$ cat config.mk
export PLATFORM = sky130hd
export DESIGN_NAME = serial_lsb_comparator
export DESIGN_NICKNAME = d
export VERILOG_FILES = /design/src/rtl/serial_lsb_comparator.sv
export SDC_FILE = /design/constraint.sdc
export NUM_CORES = 1
export LEC_CHECK = 0
export ABC_AREA = 1
export CORE_UTILIZATION = 38
export DETAILED_ROUTE_END_ITERATION = 16
export PLACE_DENSITY = 0.65
export SLEW_MARGIN = 0
export SYNTH_ARGS = -nofsm -noshare
export SYNTH_HDL_FRONTEND = slang
export SYNTH_SLANG_ARGS = --single-unit
$ cat constraint.sdc
create_clock -name clk -period 1.2 [get_ports clk]
set_input_delay 0.24 -clock clk [delete_from_list [all_inputs] [get_ports clk]]
set_output_delay 0.24 -clock clk [all_outputs]
set_load 0.03 [all_outputs]
$ cat src/rtl/serial_lsb_comparator.sv
`default_nettype none
// ============================================================================
// Module      : serial_lsb_comparator
// Description : Serial magnitude comparator fed 2-bit digit pairs LSB first.
// Revision    : 1.0 - initial release
// ============================================================================
module serial_lsb_comparator #(
    parameter int NDIGITS = 4
) (
    input  logic       clk,
    input  logic       rst,
    input  logic       start,
    input  logic       dig_valid,
    output logic       dig_ready,
    input  logic [1:0] A,
    input  logic [1:0] B,
    output logic       busy,
    output logic       done,
    output logic       EQ,
    output logic       LT,
    output logic       GT
);

    localparam int            CNT_W    = (NDIGITS > 1) ? $clog2(NDIGITS) : 1;
    localparam logic [CNT_W-1:0] LAST_DIG = CNT_W'(NDIGITS - 1);

    typedef enum logic [1:0] {
        S_IDLE = 2'd0,
        S_RUN  = 2'd1,
        S_DONE = 2'd2
    } state_t;

    state_t             state_q, state_d;
    logic [CNT_W-1:0]   cnt_q, cnt_d;
    logic               eq_q, eq_d;
    logic               lt_q, lt_d;
    logic               res_eq_q, res_eq_d;
    logic               res_lt_q, res_lt_d;
    logic               res_gt_q, res_gt_d;
    logic               eq_upd, lt_upd;

    // Scanning upward, any differing digit outranks everything seen so far.
    always_comb begin
        eq_upd = eq_q;
        lt_upd = lt_q;
        if (A != B) begin
            eq_upd = 1'b0;
            lt_upd = (A < B);
        end
    end

    always_comb begin
        state_d  = state_q;
        cnt_d    = cnt_q;
        eq_d     = eq_q;
        lt_d     = lt_q;
        res_eq_d = res_eq_q;
        res_lt_d = res_lt_q;
        res_gt_d = res_gt_q;
        case (state_q)
            S_IDLE, S_DONE: begin
                state_d = S_IDLE;
                if (start) begin
                    state_d  = S_RUN;
                    cnt_d    = '0;
                    eq_d     = 1'b1;
                    lt_d     = 1'b0;
                    res_eq_d = 1'b0;
                    res_lt_d = 1'b0;
                    res_gt_d = 1'b0;
                end
            end
            S_RUN: begin
                if (dig_valid) begin
                    eq_d  = eq_upd;
                    lt_d  = lt_upd;
                    cnt_d = cnt_q + CNT_W'(1);
                    if (cnt_q == LAST_DIG) begin
                        state_d  = S_DONE;
                        res_eq_d = eq_upd;
                        res_lt_d = lt_upd & ~eq_upd;
                        res_gt_d = ~eq_upd & ~lt_upd;
                    end
                end
            end
            default: state_d = S_IDLE;
        endcase
    end

    always_ff @(posedge clk or posedge rst) begin
        if (rst) begin
            state_q  <= S_IDLE;
            cnt_q    <= '0;
            eq_q     <= 1'b1;
            lt_q     <= 1'b0;
            res_eq_q <= 1'b0;
            res_lt_q <= 1'b0;
            res_gt_q <= 1'b0;
        end else begin
            state_q  <= state_d;
            cnt_q    <= cnt_d;
            eq_q     <= eq_d;
            lt_q     <= lt_d;
            res_eq_q <= res_eq_d;
            res_lt_q <= res_lt_d;
            res_gt_q <= res_gt_d;
        end
    end

    assign dig_ready = (state_q == S_RUN);
    assign busy      = (state_q == S_RUN);
    assign done      = (state_q == S_DONE);
    assign EQ        = res_eq_q;
    assign LT        = res_lt_q;
    assign GT        = res_gt_q;

endmodule
`default_nettype wire

==> results by group, run 1 <==
Global routing
  • GRT met3 Usage: 8.67%
  • Remaining global-route overflow: 0
  • Vias in the first global route: 402
  • GRT Max-Usage Layer: met2
  • Total track usage: 16.6%
  • First-pass GRT wire length: 1640 µm
  • Antenna violations before repair: 0
  • Routing usage on met2: 28.3%
  • Largest net degree at the start of global routing: 10
  • Met1 global-route usage: 18.3%

Die
  • Initial Util: 43.7%
  • Die X-Extent: 38.9 µm
  • Height of the die: 38.9 µm
  • # IOs: 14
  • Core area: 1190 µm²
  • Placement Rows: 12
  • Die area: 1510 µm²

Routing
  • Iteration-0 DRC Markers: 9
  • WL final: 969 µm
  • WL/cell: 9.69 µm
  • Post-DRT Antenna Nets: 0
  • Length of the first detailed-routing pass in iterations: 2
  • Vias per Instance: 4.50
  • Vias: 450
  • DRC Markers: 0

Worst setup path
  • Crit-path max FO: 2
  • Slowest cell on the critical path: dfrtp_2
  • Crit Path Category: flop to output port
  • Cell family with most CP delay: flip-flops
  • Startpoint class of the critical path: flop
  • Worst setup EP type: output port
  • Buf/Inv on CP: 2
  • CP peak stage delay: 0.42 ns
  • Worst EP required: 0.96 ns
  • CP Data Arrival Time: 0.98 ns
  • CP Cell Sequence: inv_2, nor2_1, buf_4

Run
  • MaxCap Viol Count: 0

CTS
  • Clock transition at path regs: 0.06 ns
  • H-tree levels: 1
  • CTS tree: done
  • Maximum clock insertion buffer count: 2
  • Clock Latency Late Sink: 0.25 ns
  • Clock sinks: 9
  • CTS Buf Count: 3
  • CTS root buf: clkbuf_4

Logic synthesis
  • YS warnings: 0
  • Post-synth EDFFs: 0
  • Syn Area/Cell: 8.09 µm²
  • Top_reg_cell synth: dfrtp_1
  • Ys async rst share: 100%
  • Synth Instances: 64
  • Synthesized area: 518 µm²
  • Sequential share of the synthesized area: 43.7%
  • Syn_nets: 75
  • #FFs+latches synth: 9
  • Synth cell types: 17

Power and ir drop
  • Worst VDD drop: 1.07 mV
  • Pwr dens: 2020 nW/µm²
  • Leak Pwr: 0.441 nW

Timing
  • Slew @ Worst Pin: 0.362 ns
  • Slack of the critical path: -0.0173 ns
  • Slew headroom: 75.8%
  • RSZ-0062 raised after global routing: true
  • Max-slew violations: 0
  • Final hold vios: 0
  • Endpoints failing setup: 3
  • Max frequency: 822 MHz
  • Final Skew: 0.000368 ns
  • Crit share post-route: 101%
  • Tmin final: 1.22 ns

Status
  • Status: finished, violations left
  • Failing checks: setup timing

Layout
  • Nets: 98
  • Finished Layout Cells: 100
  • Multi-input combinational cell area: 275 µm²
  • Fillers: 109
  • Share of layout cells above drive strength 1: 36.0%
  • Area delta synth->final: 46.4%
  • Register area: 228 µm²
  • Ant diodes: 0

Placed design
  • Setup Slack @ Placement: -0.380 ns
  • Post-DP HPWL: 722 µm
  • Port Buffers: 13
  • Placed cells: 92
  • RD Place Congestion: 0.772

Worst hold path
  • HP Class: input pin to async pin
[state kept, by name (all words and copies together), names as in the netlist]
name / cells
LT: 1
lt_q: 1
cnt_q: 2
EQ: 1
GT: 1
eq_q: 1
state_q: 2
[routing by layer]
metal / up-vias / part of all wire (%)
li1: 244 / -
met1: 195 / 48
met2: 11 / 46
met3: 0 / 5.4
met4: 0 / 0
met5: - / 0
[cells in the final DEF, fill, tap and decap left out, drive strengths merged]
cell,instances
nand3,7
ha,3
o21ai,3
dlymetal6s2s,2
nand4,1
or2,1
buf,12
nand2,24
nor2,4
clkdlybuf4s50,3
clkbuf,4
dfrtp,8
dlygate4sd2,2
dfstp,1
inv,11
[power breakdown]
group / leakage, nW / internal [W] / switching, W / total (W)
sequential: 0.112 / 0.000430 / 0.0000758 / 0.000506
clock: 0.0150 / 0.000128 / 0.0000962 / 0.000224
combinational: 0.313 / 0.000356 / 0.000444 / 0.000800
total: 0.441 / 0.000913 / 0.000616 / 0.00153
[cells by family after synthesis]
| logic type | after synthesis | synth area share [%] |
|---|---|---|
| adder cells (fa/ha/maj) | 3 | 7.25 |
| AND/OR/NAND/NOR | 37 | 36.7 |
| flip-flops | 9 | 43.7 |
| buffers and inverters | 12 | 9.42 |
| AO/OA/AOI/OAI | 3 | 2.90 |
[worst paths after layout]
check,start,endpoint,slack [ns],cells after the start
max reg2reg,cnt_q[0]$_DFFE_PP0P_,GT$_DFFE_PP0P_,0.11,5
max in group asynchronous,rst,eq_q$_DFFE_PP1P_,0.64,2
min in group clk,cnt_q[0]$_DFFE_PP0P_,cnt_q[0]$_DFFE_PP0P_,0.49,1
min,rst,GT$_DFFE_PP0P_,0.26,2
max,state_q[1]$_DFFE_PP0P_,done,-0.02,3
min reg2reg,cnt_q[0]$_DFFE_PP0P_,cnt_q[0]$_DFFE_PP0P_,0.49,1
[worst reg2reg max path: cells and delay by family, from the launching register on]
family / cells / cell delay, ns
adders and majority gates: 1 / 0.20
DFF: 1 / 0.37
and+or+nand+nor: 4 / 0.47
[Yosys cell counts, types with 2 or more instances]
| master | count | area share (%) |
|---|---|---|
| inv_2 | 2 | 1.4 |
| o21ai_0 | 2 | 1.9 |
| ha_1 | 3 | 7.2 |
| dfrtp_1 | 8 | 39 |
| inv_1 | 9 | 6.5 |
| nand2_1 | 21 | 15 |
| nor2_1 | 2 | 1.4 |
| nand3_1 | 7 | 6.8 |
| nand2_2 | 2 | 2.4 |
[per-stage QoR]
step | total power (W) | cell area (µm²) | util (%) | TNS [ns] | hold slack, ns
4_1_cts | 0.00154 | 746 | 62.9 | -0.0752 | 0.253
5_1_grt | 0.00165 | 758 | 63.9 | -0.192 | 0.279
3_3_place_gp | 0.00118 | 658 | 55.5 | -1.71 | 0.478
2_1_floorplan | 0.000995 | 518 | - | 0 | 0.0672
6_report | 0.00153 | 758 | 63.9 | -0.0326 | 0.256
3_5_place_dp | 0.00118 | 658 | 55.5 | -1.80 | 0.480
[area by class of cell]
type,instances,area share (%)
inverter,11,5.45
sequential,9,30.0
multi-input combinational,43,36.3
timing repair buffer,19,22.4
tap,14,2.31
clock buffer,4,3.47
[what timing repair did]
item,in CTS,in global routing
hold endpoints to repair,0,0
endpoints found under the setup margin,8,8
setup buffers,3,1
hold buffers,0,0
resized for setup,12,2
pin swaps,5,1
Note: power is estimated with default switching activity, not from simulation.
==> inputs of run 2 (changes only) <==
--- a/config.mk
+++ b/config.mk
@@ -7,9 +7,10 @@
 export LEC_CHECK = 0
 export ABC_AREA = 1
 export CORE_UTILIZATION = 38
+export CTS_CLUSTER_SIZE = 12
 export DETAILED_ROUTE_END_ITERATION = 16
 export PLACE_DENSITY = 0.65
-export SLEW_MARGIN = 0
+export SLEW_MARGIN = 20
 export SYNTH_ARGS = -nofsm -noshare
 export SYNTH_HDL_FRONTEND = slang
 export SYNTH_SLANG_ARGS = --single-unit
==> results of run 2 <==
The final DEF is identical to that of run 1; final timing and power are the same.
==> inputs of run 3 (changes only) <==
--- a/config.mk
+++ b/config.mk
@@ -6,10 +6,11 @@
 export NUM_CORES = 1
 export LEC_CHECK = 0
 export ABC_AREA = 1
-export CORE_UTILIZATION = 38
+export CORE_AREA = 2 2 39 41
 export CTS_CLUSTER_SIZE = 12
 export DETAILED_ROUTE_END_ITERATION = 16
-export PLACE_DENSITY = 0.65
+export DIE_AREA = 0 0 41 43
+export PLACE_DENSITY = 0.67
 export SLEW_MARGIN = 20
 export SYNTH_ARGS = -nofsm -noshare
 export SYNTH_HDL_FRONTEND = slang
==> results by group, run 3 (same netlist as run 1, synthesis figures left out) <==
CTS
  • Clock transition at path regs: 0.07 ns (was 0.06 ns)
  • Maximum clock insertion buffer count: 2 (unchanged)
  • Clock Latency Late Sink: 0.27 ns (was 0.25 ns)
  • CTS Buf Count: 3 (unchanged)
  • H-tree levels: 1 (unchanged)
  • Clock sinks: 9 (unchanged)
  • CTS root buf: clkbuf_4 (unchanged)
  • CTS tree: done (unchanged)
  • CTS Hold Bufs: 0 (unchanged)

Placed design
  • Port Buffers: 13 (unchanged)
  • Dpl cell area: 653 µm² (was 658 µm²)
  • RD Place Congestion: 0.748 (was 0.772)
  • Post-DP HPWL: 768 µm (was 722 µm)

Timing
  • RSZ-0062 raised after global routing: true (unchanged)
  • Tmin final: 1.23 ns (was 1.22 ns)
  • Max frequency: 812 MHz (was 822 MHz)
  • Final Skew: 0.00286 ns (was 0.000368 ns)
  • Slew @ Worst Pin: 0.354 ns (was 0.362 ns)
  • Max-slew violations: 0 (unchanged)
  • Slew headroom: 76.4% (was 75.8%)
  • Endpoints failing setup: 3 (unchanged)
  • TNS Setup: -0.0856 ns (was -0.0326 ns)
  • Final hold vios: 0 (unchanged)
  • Hold WS: 0.234 ns (was 0.256 ns)
  • Crit share post-route: 103% (was 101%)
  • Slack of the critical path: -0.0317 ns (was -0.0173 ns)

Worst setup path
  • CP Cell Sequence: inv_2, nor2_1, buf_4 (unchanged)
  • Crit Path Category: flop to output port (unchanged)
  • CP peak stage delay: 0.42 ns (about the same)
  • Startpoint class of the critical path: flop (unchanged)
  • Worst setup EP type: output port (unchanged)
  • CP Data Arrival Time: 0.99 ns (was 0.98 ns)
  • Slowest cell on the critical path: dfrtp_2 (unchanged)
  • Crit-path max FO: 2 (unchanged)
  • Worst EP required: 0.96 ns (about the same)
  • Buf/Inv on CP: 2 (unchanged)
  • Cell family with most CP delay: flip-flops (unchanged)

Layout
  • Share of layout cells above drive strength 1: 35.3% (was 36.0%)
  • Regs by FF count: cnt_q: 2 flops, state_q: 2 flops (unchanged)
  • Ant diodes: 0 (unchanged)
  • Nets: 97 (was 98)
  • Most common cell after layout, fill and taps aside: nand2_1 (unchanged)
  • Design Area, Final: 753 µm² (was 758 µm²)
  • Fillers: 137 (was 109)
  • Most frequent cells in the layout: nand2_1 (20), buf_4 (9), dfrtp_1 (7), nand3_1 (7), inv_1 (6) (was nand2_1 (20), buf_4 (10), dfrtp_1 (7), nand3_1 (7), inv_1 (6))
  • Area delta synth->final: 45.4% (was 46.4%)
  • Multi-input combinational cell area: 275 µm² (unchanged)
  • Register area: 228 µm² (unchanged)
  • Final Util: 54.4% (was 63.9%)

Global routing
  • Antenna violations before repair: 0 (unchanged)
  • Remaining global-route overflow: 0 (unchanged)
  • Vias in the first global route: 442 (was 402)
  • First-pass GRT wire length: 1730 µm (was 1640 µm)
  • Largest net degree at the start of global routing: 10 (unchanged)
  • Total track usage: 14.9% (was 16.6%)

Power and ir drop
  • Leak Pwr: 0.436 nW (was 0.441 nW)
  • Worst VDD drop: 0.792 mV (was 1.07 mV)
  • Pwr dens: 2070 nW/µm² (was 2020 nW/µm²)

Status
  • Failing checks: setup timing (unchanged)
  • Status: finished, violations left (unchanged)

Routing
  • Length of the first detailed-routing pass in iterations: 3 (was 2)
  • DRC Markers: 0 (unchanged)
  • WL/cell: 10.6 µm (was 9.69 µm)
  • WL final: 1070 µm (was 969 µm)
  • Vias: 454 (was 450)
  • Post-DRT Antenna Nets: 0 (unchanged)
  • Iteration-0 DRC Markers: 6 (was 9)
  • Vias per Instance: 4.50 (about the same)

Run
  • MaxCap Viol Count: 0 (unchanged)

Die
  • Height of the die: 43 µm (was 38.9 µm)
  • Die X-Extent: 41 µm (was 38.9 µm)
  • Initial Util: 37.4% (was 43.7%)
  • Core area: 1380 µm² (was 1190 µm²)
  • Placement Rows: 14 (was 12)
  • Die area: 1760 µm² (was 1510 µm²)
  • # IOs: 14 (unchanged)

Worst hold path
  • HP Class: input pin to async pin (unchanged)
==> run 3: cell types whose count changed in the layout (fill, tap and decap cells not counted), sizes merged <==
cell,delta
buf,-1
==> run 3: what timing repair did <==
item / in CTS / in global routing
gates resized for setup: 13 / 2
pin swaps: 6 / 1
setup buffers: 3 / 1
endpoints found under the setup margin: 8 / 8
==> run 3: final cells by class <==
class,count,area share [%]
Tap cell,16,2.66
Inverter,11,5.48
Multi-Input combinational cell,43,36.5
Timing Repair Buffer,18,21.6
Sequential cell,9,30.2
Clock buffer,4,3.49
==> run 3: per-stage QoR <==
stage,power (W),instances,setup slack (ns)
after floorplan,0.000995,64,0.0461
after global placement,0.00117,93,-0.365
after detailed placement,0.00118,93,-0.382
after CTS,0.00156,100,-0.0572
after global routing,0.00169,101,-0.0939
final,0.00156,101,-0.0317
==> run 3: power breakdown <==
group / internal, W / switching [W] / leakage [nW]
clock network: 0.000129 / 0.000116 / 0.0150
logic: 0.000359 / 0.000452 / 0.309
registers: 0.000429 / 0.0000780 / 0.112
total: 0.000917 / 0.000646 / 0.436
==> run 3: final timing paths <==
check                                        from              endpoint  slack [ns]  cells after the start
setup reg to reg             cnt_q[0]$_DFFE_PP0P_        GT$_DFFE_PP0P_        0.12                      5
hold reg to reg              cnt_q[0]$_DFFE_PP0P_  cnt_q[0]$_DFFE_PP0P_        0.49                      1
max in group asynchronous                     rst      eq_q$_DFFE_PP1P_        0.67                      2
min in group clk             cnt_q[0]$_DFFE_PP0P_  cnt_q[0]$_DFFE_PP0P_        0.49                      1
setup / recovery           state_q[1]$_DFFE_PP0P_                  done       -0.03                      3
hold / removal                                rst      lt_q$_DFFE_PP0P_        0.23                      2
==> run 3: routing by layer <==
metal  global-route usage, %  vias to the layer above  share of wire [%]
met3                    3.14                        2                3.3
li1                        -                      239                  -
met2                    23.4                       11                 52
met1                    16.9                      202                 43
met4                    10.0                        0                1.4
met5                       0                        -                  0
==> RTL edit 1, RTL diff (settings of run 1) <==
The 3 states of `state_t` get a one-hot encoding in 3 bits.
--- a/src/rtl/serial_lsb_comparator.sv
+++ b/src/rtl/serial_lsb_comparator.sv
@@ -25,8 +25,8 @@
     localparam logic [CNT_W-1:0] LAST_DIG = CNT_W'(NDIGITS - 1);
 
-    typedef enum logic [1:0] {
-        S_IDLE = 2'd0,
-        S_RUN  = 2'd1,
-        S_DONE = 2'd2
+    typedef enum logic [2:0] {
+        S_IDLE = 3'b001,
+        S_RUN  = 3'b010,
+        S_DONE = 3'b100
     } state_t;
 
Behaviour: same outputs for any inputs over 10 cycles, from zero or initial values and one cycle with rst high; not proved beyond that.
==> RTL edit 1 against run 1 <==
The flow still finishes with violations (negative setup slack); final area up 27%; critical path depth up 2; core utilization up 8.5 points; worst setup slack worse by 0.19 ns; register-to-register slack worse by 0.24 ns; die area up 6.2%; area after synthesis up 6.5%; synthesized cell count up 11%; sequential cell count up 1; sequential power up 6.9%; total power up 7.8%; global-route usage up 1.4 points; wire length up 27%.
==> RTL edit 1: results (changes against run 1) <==
net count of the mapped netlist=82 (+9.3%); sequential cell fraction of total power=32.8% (-0.3 points); instance count of the mapped netlist=71 (+11%); net switching share of the total power=38.56% (-1.7 points); run status=finished, violations left; average wire length per cell after detail routing=10.64 um (+9.8%); total via count after detailed routing=537 (+19%); GRT Resource Usage Total=17.99% (+1.4 points); number of antenna cells inserted=0 (unchanged); first-iteration detailed-routing DRC count=7 (-2); worst IR drop on VDD=0.9034 mV (-16%); post-detail-place hpwl=824.4 um (+14%); number of placed instances with taps included=102 (+11%); length of routed met3 wiring=34 um (-35%); total routed wirelength=1234 um (+27%); largest cells by area after synthesis=dfrtp_1, nand2_1, nand3_1; fin nets=114 (+16%); arrival time of the worst setup path=1.17 ns (+0.19 ns); Async S/R FF share, synth=100.0% (unchanged); DRT met1 WL=573 um (+22%); Top Layer Used=met4; setup slack of the critical path after layout=-0.2107 ns (-0.1934 ns); GRT met3 Usage=1.667% (-7.0 points); fraction of final layout cells with drive strength greater than 1=51.49% (+15 points); register area share after synthesis=45.80% (+2.1 points); Post-Route Skew=0.002568 ns (+0.002200 ns); Post-Place Cell Area=711.9 um2 (+8.2%); Distinct cells, synth=15 (-2); commonest cells in the synthesized netlist=nand2_1, nand3_1, inv_1; sequential cell power=0.541 mW (+6.9%); violated checks=negative setup slack; setup tns final=-1.246 ns (-1.214 ns); routing usage on met1=20.83% (+2.5 points); Place WS=-0.4606 ns (-0.08036 ns); first drt pass iteration count=3 (+1); global-route wire length before repair=1842 um (+13%); biggest fanout along the worst timing path=3 (+1); routability-driven placement congestion ratio=0.7679 (-0.56%); endpoints failing setup=11 (+8); static power due to leakage=0.5186 nW (+18%); maximum number of pins on one net before global-route repair=11 (+1); number of global-route vias before repair=498 (+24%); registers with the most flip-flops=state_q x3, cnt_q x2; clock power share=13.5% (-1.1 points)
-- RTL edit 1: cell types whose count changed in the layout (fill, tap and decap cells not counted), sizes merged, moves of 2 or more --
| cell | delta |
|---|---|
| buf | +9 |
| nand3 | +5 |
| clkdlybuf4s50 | +3 |
| a21oi | +2 |
| dlygate4sd2 | -2 |
| o21ai | -2 |
-- RTL edit 1: timing repair --
action	4_1_cts	5_1_grt
hold buffers	0	0
endpoints found under the setup margin	8	13
endpoints found under the hold margin	0	0
setup buffers	9	2
gates resized for setup	16	16
pin swaps	1	3
-- RTL edit 1: final timing paths --
path / from / cells after the start / to / slack (ns)
worst max-delay path: state_q[0] / 5 / done / -0.21
worst min-delay path: rst / 2 / cnt_q[1] / 0.25
worst max register to register: state_q[1] / 9 / cnt_q[0] / -0.13
worst min register to register: cnt_q[1] / 2 / cnt_q[1] / 0.51
max in group asynchronous: rst / 2 / state_q[0] / 0.63
min in group clk: cnt_q[1] / 2 / cnt_q[1] / 0.51
-- RTL edit 1: cell type report --
type                       instances  area [um2]
sequential                        10       252.7
tap                               15       18.77
inverter                          12       50.05
fill                              83       367.9
multi-input combinational         48       364.1
timing repair buffer              28       257.7
clock buffer                       3       22.52
-- RTL edit 1: logic make-up after synthesis --
kind of cell / Yosys count / share of synthesized area (%)
flip-flops: 10 / 45.80
buffers and inverters: 13 / 9.750
AND/OR/NAND/NOR: 42 / 34.92
AO/OA/AOI/OAI: 3 / 2.720
adder cells (fa/ha/maj): 3 / 6.803
-- RTL edit 1: worst max-delay path, stage by stage, from the launching register on --
cell and delay, ns:
dfstp_2 0.54, nor2_1 0.04, nand2_1 0.07, buf_4 0.11
inv_2 0.03, buf_6 0.12
==> RTL edit 2, RTL diff (config.mk and constraints of run 1) <==
Without the edit above. The parameter `NDIGITS` goes from 4 to 8.
--- a/src/rtl/serial_lsb_comparator.sv
+++ b/src/rtl/serial_lsb_comparator.sv
@@ -6,5 +6,5 @@
 // ============================================================================
 module serial_lsb_comparator #(
-    parameter int NDIGITS = 4
+    parameter int NDIGITS = 8
 ) (
     input  logic       clk,
Check against the original RTL: not equivalent (Yosys sat finds a counterexample within 10 cycles, from zero or initial values and one cycle with rst high).
==> RTL edit 2 against run 1 <==
The flow still finishes with violations (negative setup slack); final area up 12%; worst setup slack lost 0.031 ns; area after synthesis up 5.1%; total power is 24% higher; sequential cell count grew 1; wire length grew 17%; count of clock-buffer cells in the layout is the same; sequential share of layout area is 0.37 points lower.
==> RTL edit 2: results (changes against run 1) <==
number of global-route vias before repair=507 (+26%); total routed wirelength=1138 um (+17%); length of routed met3 wiring=67 um (+29%); violated checks=negative setup slack; met2 layer usage reported by global route=33.61% (+5.3 points); cell type of the slowest stage on the worst timing path=dfrtp_1; Post-Place Cell Area=695.7 um2 (+5.7%); fraction of final layout cells with drive strength greater than 1=41.30% (+5.3 points); last element of the critical path=LT; crit path launch=cnt_q[1]; worst IR drop on VDD=1.269 mV (+18%); number of gates given a new drive strength after cts=13 (+1); total met2 wirelength after detailed routing=571 um (+28%); Place WS=-0.3756 ns (+0.004663 ns); run status=finished, violations left; static power due to leakage=0.4588 nW (+4.1%); fin nets=105 (+7.1%); worst hold slack across all endpoints=0.2527 ns (-0.003520 ns); GRT Resource Usage Total=19.19% (+2.6 points); instance count of the mapped netlist=68 (+6.3%); kind of cell adding the most delay to the critical path=simple AND/OR/NAND/NOR gates; largest cells by area after synthesis=dfrtp_1, nand2_1, ha_1; setup slack of the critical path after layout=-0.04813 ns (-0.03085 ns); DRT met1 WL=499 um (+6.4%); largest stage delay on the critical path=0.38 ns (-0.04 ns); registers with the most flip-flops=cnt_q x3, state_q x2; routing usage on met1=19.08% (+0.74 points); global-route wire length before repair=1904 um (+16%); Distinct cells, synth=15 (-2); endpoints failing setup=5 (+2); number of setup buffers added after CTS=4 (+1); post-detail-place hpwl=780.5 um (+8.2%); Reg2Reg Depth=8 (+3); number of placed instances with taps included=97 (+5.4%); clock latency at the later pin of the worst-skew pair=0.27 ns (+0.02 ns); net count of the mapped netlist=80 (+6.7%); Filler Cells Inserted=119 (+9.2%); total via count after detailed routing=479 (+6.4%); average wire length per cell after detail routing=10.64 um (+9.8%); arrival time of the worst setup path=1.41 ns (+0.43 ns); first drt pass iteration count=4 (+2)
-- RTL edit 2: cells by family after synthesis --
kind of cell | count (synthesis) | share of synthesized area, %
AOI/OAI and AO/OA | 4 | 4.367
adders and majority gates | 4 | 9.196
buffers and inverters | 13 | 9.655
DFF | 10 | 46.21
and+or+nand+nor | 37 | 30.57
-- RTL edit 2: power by group --
part           internal, mW  total [mW]  switching [mW]
clock network         0.184       0.305           0.121
registers             0.486       0.581          0.0947
logic                 0.450        1.01           0.558
total                  1.12        1.89           0.773
-- RTL edit 2: worst register-to-register path, cell delays in order (launching register included) --
cell     delay, ns
dfrtp_1       0.38
ha_2          0.20
ha_4          0.16
nand2_4       0.07
nand3_4       0.08
nand2_4       0.11
nor2_4        0.04
nand2_1       0.05
nand2_1       0.05
-- RTL edit 2: layout make-up --
type	instances	area (um2)	area share, %
repair buffers	21	186.4	21.88
multi-input cells	45	310.3	36.42
well taps	15	18.77	2.203
clock buffers	4	36.28	4.258
flip-flops and latches	10	252.7	29.66
inverters	12	47.55	5.580
